===== config.mk =====
export PLATFORM = sky130hd
export DESIGN_NAME = config_counter
export DESIGN_NICKNAME = d
export VERILOG_FILES = /design/src/rtl/config_counter.sv
export SDC_FILE = /design/constraint.sdc
export NUM_CORES = 1
export LEC_CHECK = 0
export CELL_PAD_IN_SITES_DETAIL_PLACEMENT = 0
export CELL_PAD_IN_SITES_GLOBAL_PLACEMENT = 1
export CORE_MARGIN = 3
export CORE_UTILIZATION = 33
export DETAILED_ROUTE_END_ITERATION = 10
export PLACE_DENSITY = 0.89
export SLEW_MARGIN = 10
export SYNTH_ARGS = -nofsm -noshare
export SYNTH_HDL_FRONTEND = slang
export SYNTH_SLANG_ARGS = --single-unit
export TNS_END_PERCENT = 30

===== constraint.sdc =====
create_clock -name clk -period 3.7 [get_ports clk]
set_input_delay 0.74 -clock clk [delete_from_list [all_inputs] [get_ports clk]]
set_output_delay 0.74 -clock clk [all_outputs]
set_load 0.005 [all_outputs]

===== src/rtl/config_counter.sv =====
// Up/down counter with a configurable modulus and wrap, saturate or one-shot behaviour,
// plus a parallel load. Reset is synchronous; there is no asynchronous path.
module config_counter #(
  parameter int unsigned     WIDTH   = 4,
  parameter longint unsigned MODULUS = 16
) (
  input  logic             clk,
  input  logic             reset,
  input  logic             en,
  input  logic             up,
  input  logic [1:0]       mode,
  input  logic             load,
  input  logic [WIDTH-1:0] load_val,
  output logic [WIDTH-1:0] q,
  output logic             tc,
  output logic             wrap_pulse,
  output logic             done
);

  localparam logic [WIDTH-1:0] MaxVal = WIDTH'(MODULUS - 1);

  logic [WIDTH-1:0] count_q, count_d;
  logic [WIDTH-1:0] term;
  logic [WIDTH-1:0] stepped;
  logic             at_term;
  logic             done_q, done_d;
  logic             wrap_q, wrap_d;

  // The terminal value follows the current direction, so tc and wrap react to up immediately.
  always_comb begin
    term    = up ? MaxVal : '0;
    at_term = (count_q == term);
    // Only used when not at terminal, so it never leaves 0..MaxVal.
    stepped = up ? count_q + WIDTH'(1) : count_q - WIDTH'(1);
  end

  always_comb begin
    count_d = count_q;
    done_d  = done_q;
    wrap_d  = 1'b0;
    if (load) begin
      count_d = (load_val > MaxVal) ? MaxVal : load_val;
      done_d  = 1'b0;
    end else if (en) begin
      case (mode)
        2'b01: begin
          if (!at_term) count_d = stepped;
        end
        2'b10: begin
          // Once done, the count is frozen until a load or reset.
          if (!done_q) begin
            if (at_term) begin
              done_d = 1'b1;
            end else begin
              count_d = stepped;
              done_d  = (stepped == term);
            end
          end
        end
        default: begin
          if (at_term) begin
            count_d = up ? '0 : MaxVal;
            wrap_d  = 1'b1;
          end else begin
            count_d = stepped;
          end
        end
      endcase
    end
  end

  always_ff @(posedge clk) begin
    if (reset) begin
      count_q <= '0;
      done_q  <= 1'b0;
      wrap_q  <= 1'b0;
    end else begin
      count_q <= count_d;
      done_q  <= done_d;
      wrap_q  <= wrap_d;
    end
  end

  assign q          = count_q;
  assign done       = done_q;
  assign wrap_pulse = wrap_q;
  assign tc         = en & at_term;

endmodule

==> impl_metrics.py <==
metrics = {
    "clock_network": {
        "cts_tree": "done",
        "hold_buffers": 0,
        "clock_latency_ns": 0.25,
        "post_cts_resized": 0,
        "clock_sinks": 6,
        "clk_pin_slew_ns": 0.05,
        "cts_root_buf": "clkbuf_4",
        "cts_buffers": 3,
        "post-cts-setup-buffers": 0,
        "htreeDepth": 1,
        "clock_path_buffers": 2,
    },
    "sta": {
        "period_minus_slack_ns": 3.41,
        "rsz0062_at_grt": "no",
        "finalSetupViolations": 0,
        "setup_tns_ns": 0,
        "slew_violations": 0,
        "slew_headroom_pct": 74.1,
        "worstMarginPinSlew_ns": 0.385,
        "finalWorstSetupSlack_ns": 0.291,
        "fin_skew_ns": 0.00779,
        "fin_crit_sh_pct": 92.1,
        "hold_viol_final": 0,
        "fmax_mhz": 293,
    },
    "pwr": {
        "switching_share_pct": 32.2,
        "vdd_drop_max_mv": 0.208,
        "powerDensity_mw_per_mm2": 294,
        "p_comb_share_pct": 37.7,
        "internal_power_mw": 0.149,
        "switching_power_mw": 0.0705,
        "totalPowerFinal_mw": 0.219,
        "pwr-share-clk_pct": 28.3,
        "p_seq_share_pct": 34.0,
        "p_leak_nw": 0.290,
    },
    "cells_and_area": {
        "drive_gt1_share_pct": 11.6,
        "final_cell_mix": "clkdlybuf4s50_1 (17), inv_1 (8), a21oi_1 (6), dfxtp_1 (6), nand2_1 (5)",
        "layout.nets": 104,
        "layout_commonest_cell": "clkdlybuf4s50_1",
        "synthToLayoutAreaGrowth_pct": 38.6,
        "n_antenna_cell": 0,
    },
    "logic_synthesis": {
        "synth_cell_types": 31,
        "synth_warnings": 0,
        "syn-num-nets": 82,
        "ys_ff_latch": 6,
        "ys_seq_area_share_pct": 22.3,
        "avgSynthCellArea_um2": 8.15,
        "syn_area_um2": 538,
        "synth_cells": 66,
    },
    "place": {
        "place_congestion": 0.825,
        "place_ws_ns": 0.279,
        "port_buffers": 17,
        "hpwl_mm": 1.10,
    },
    "die": {
        "die-area_mm2": 0.00215,
        "start_util_pct": 38.0,
        "dieWidth_um": 46.4,
        "die_h_um": 46.4,
        "core.rowCount": 13,
        "core_area_mm2": 0.00142,
        "io_pins": 18,
    },
    "run": {
        "drv_cap": 0,
    },
    "route": {
        "via_count": 542,
        "avgViaCountPerCell": 5.37,
        "drcViolationCount": 0,
        "wl_per_cell_um": 12.8,
        "drt-pass1-iter-count": 4,
        "routed_wirelength_mm": 1.30,
        "drt_iter0_drc": 4,
        "drt.antenna.violating_nets": 0,
    },
    "global_route": {
        "grt_use_total_pct": 14.6,
        "overflow": 0,
        "grt_pass1_wl_mm": 2.23,
        "grt_max_degree": 9,
        "grt_pass1_vias": 519,
        "antenna_found_initial": 0,
    },
    "critical_path": {
        "critPathMostFrequentCell": "clkdlybuf4s50_1",
        "slowest_stage": "clkdlybuf4s50_1",
        "worst-path-max-fanout": 8,
        "reg2reg_from": "q[0]",
        "arrival_ns": 2.67,
        "worstReg2RegEnd": "done",
        "crit_type": "in -> out",
        "startpoint": "up",
        "r2r_cells": 7,
        "cpPeakStageDelay_ns": 0.50,
        "reg2reg_slack_ns": 1.51,
        "critPathRequiredTime_ns": 2.96,
        "critPathLaunchType": "input pin",
        "path_cells": "clkdlybuf4s50_1 > inv_1 > ha_1 > nand2_1 > a21oi_4 > and2_2 > clkdlybuf4s50_1",
        "worst_setup_path_end_kind": "output port",
    },
    "status": {
        "status": "complete, no violations",
    },
    "worst_hold_path": {
        "whs_path_depth": 2,
        "min_from": "done",
        "hold-path-endpoint": "done",
        "hold_class": "reg -> reg",
    },
}
kinds of logic after synthesis:
logic type	after synthesis	share of synthesized area (%)
buf+inv	9	7.67
xor+xnor	2	3.26
flops	6	22.3
simple gates	25	25.6
fa+ha+maj	5	13.0
compound gates	18	26.3
mux	1	1.86
cells in the mapped netlist (all sizes together):
cell type	n	area (µm²)
ha	4	50.1
inv	8	30.0
nand3b	1	7.51
a21boi	1	7.51
a41oi	1	8.76
dfxtp	6	120
a21oi	7	46.3
xor2	1	8.76
a21o	1	7.51
nor2	4	15.0
nor2b	1	6.26
o22ai	1	6.26
o31ai	2	15.0
o21ai	1	5.00
nor4	2	12.5
mux2i	1	10.0
fa	1	20.0
and3	2	13.8
a2111oi	2	30.0
nor3b	1	7.51
nor3	2	10.0
or3	3	23.8
a211oi	2	15.0
nand2	5	18.8
buf	1	11.3
xnor2	1	8.76
and2	1	7.51
nand3	3	15.0
power groups by stage:
| stage | Combinational [mW] | Sequential [mW] | Clock (mW) |
|---|---|---|---|
| floorplan | 0.0522 | 0.0739 | 0 |
| global placement | 0.0820 | 0.0758 | 0 |
| detailed placement | 0.0827 | 0.0761 | 0 |
| CTS | 0.0832 | 0.0749 | 0.0639 |
| global route | 0.0933 | 0.0754 | 0.0683 |
| finish | 0.0826 | 0.0746 | 0.0621 |
critical path, delay by kind of cell:
kind	cells	cell delay (ns)
buf+inv	3	1.06
fa+ha+maj	1	0.38
simple gates	2	0.28
compound gates	1	0.21
final cells by class:
class | count | area [µm²]
Sequential cell | 6 | 120
Tap cell | 15 | 18.8
Inverter | 8 | 30.0
Timing Repair Buffer | 18 | 178
Clock buffer | 3 | 22.5
Fill cell | 142 | 669
Multi-Input combinational cell | 51 | 377
state kept, by name (all words and copies together), names as in the netlist:
signal and cells:
wrap_pulse 1, q 4, done 1
through the flow:
| step | hold slack, ns | utilization, % | instance area (µm²) | instances |
|---|---|---|---|---|
| 2_1_floorplan | 0.560 | - | 538 | 66 |
| 3_3_place_gp | 0.593 | 51.1 | 723 | 98 |
| 3_5_place_dp | 0.586 | 51.1 | 723 | 98 |
| 4_1_cts | 0.595 | 52.7 | 746 | 101 |
| 5_1_grt | 0.625 | 52.7 | 746 | 101 |
| 6_report | 0.597 | 52.7 | 746 | 101 |
how the worst max path moves through the flow:
stage / to
finish: tc
global route: tc
CTS: tc
detailed placement: tc
global placement: tc
floorplan: tc
per-layer routing:
metal | global-route usage, % | part of all wire [%] | vias to the layer above
li1 | - | - | 284
met1 | 18.4 | 47 | 243
met5 | 0 | 0 | -
met3 | 5.86 | 6.9 | 0
met4 | 3.41 | 0 | 0
met2 | 23.1 | 46 | 15
Power figures use the tool's default switching activity.
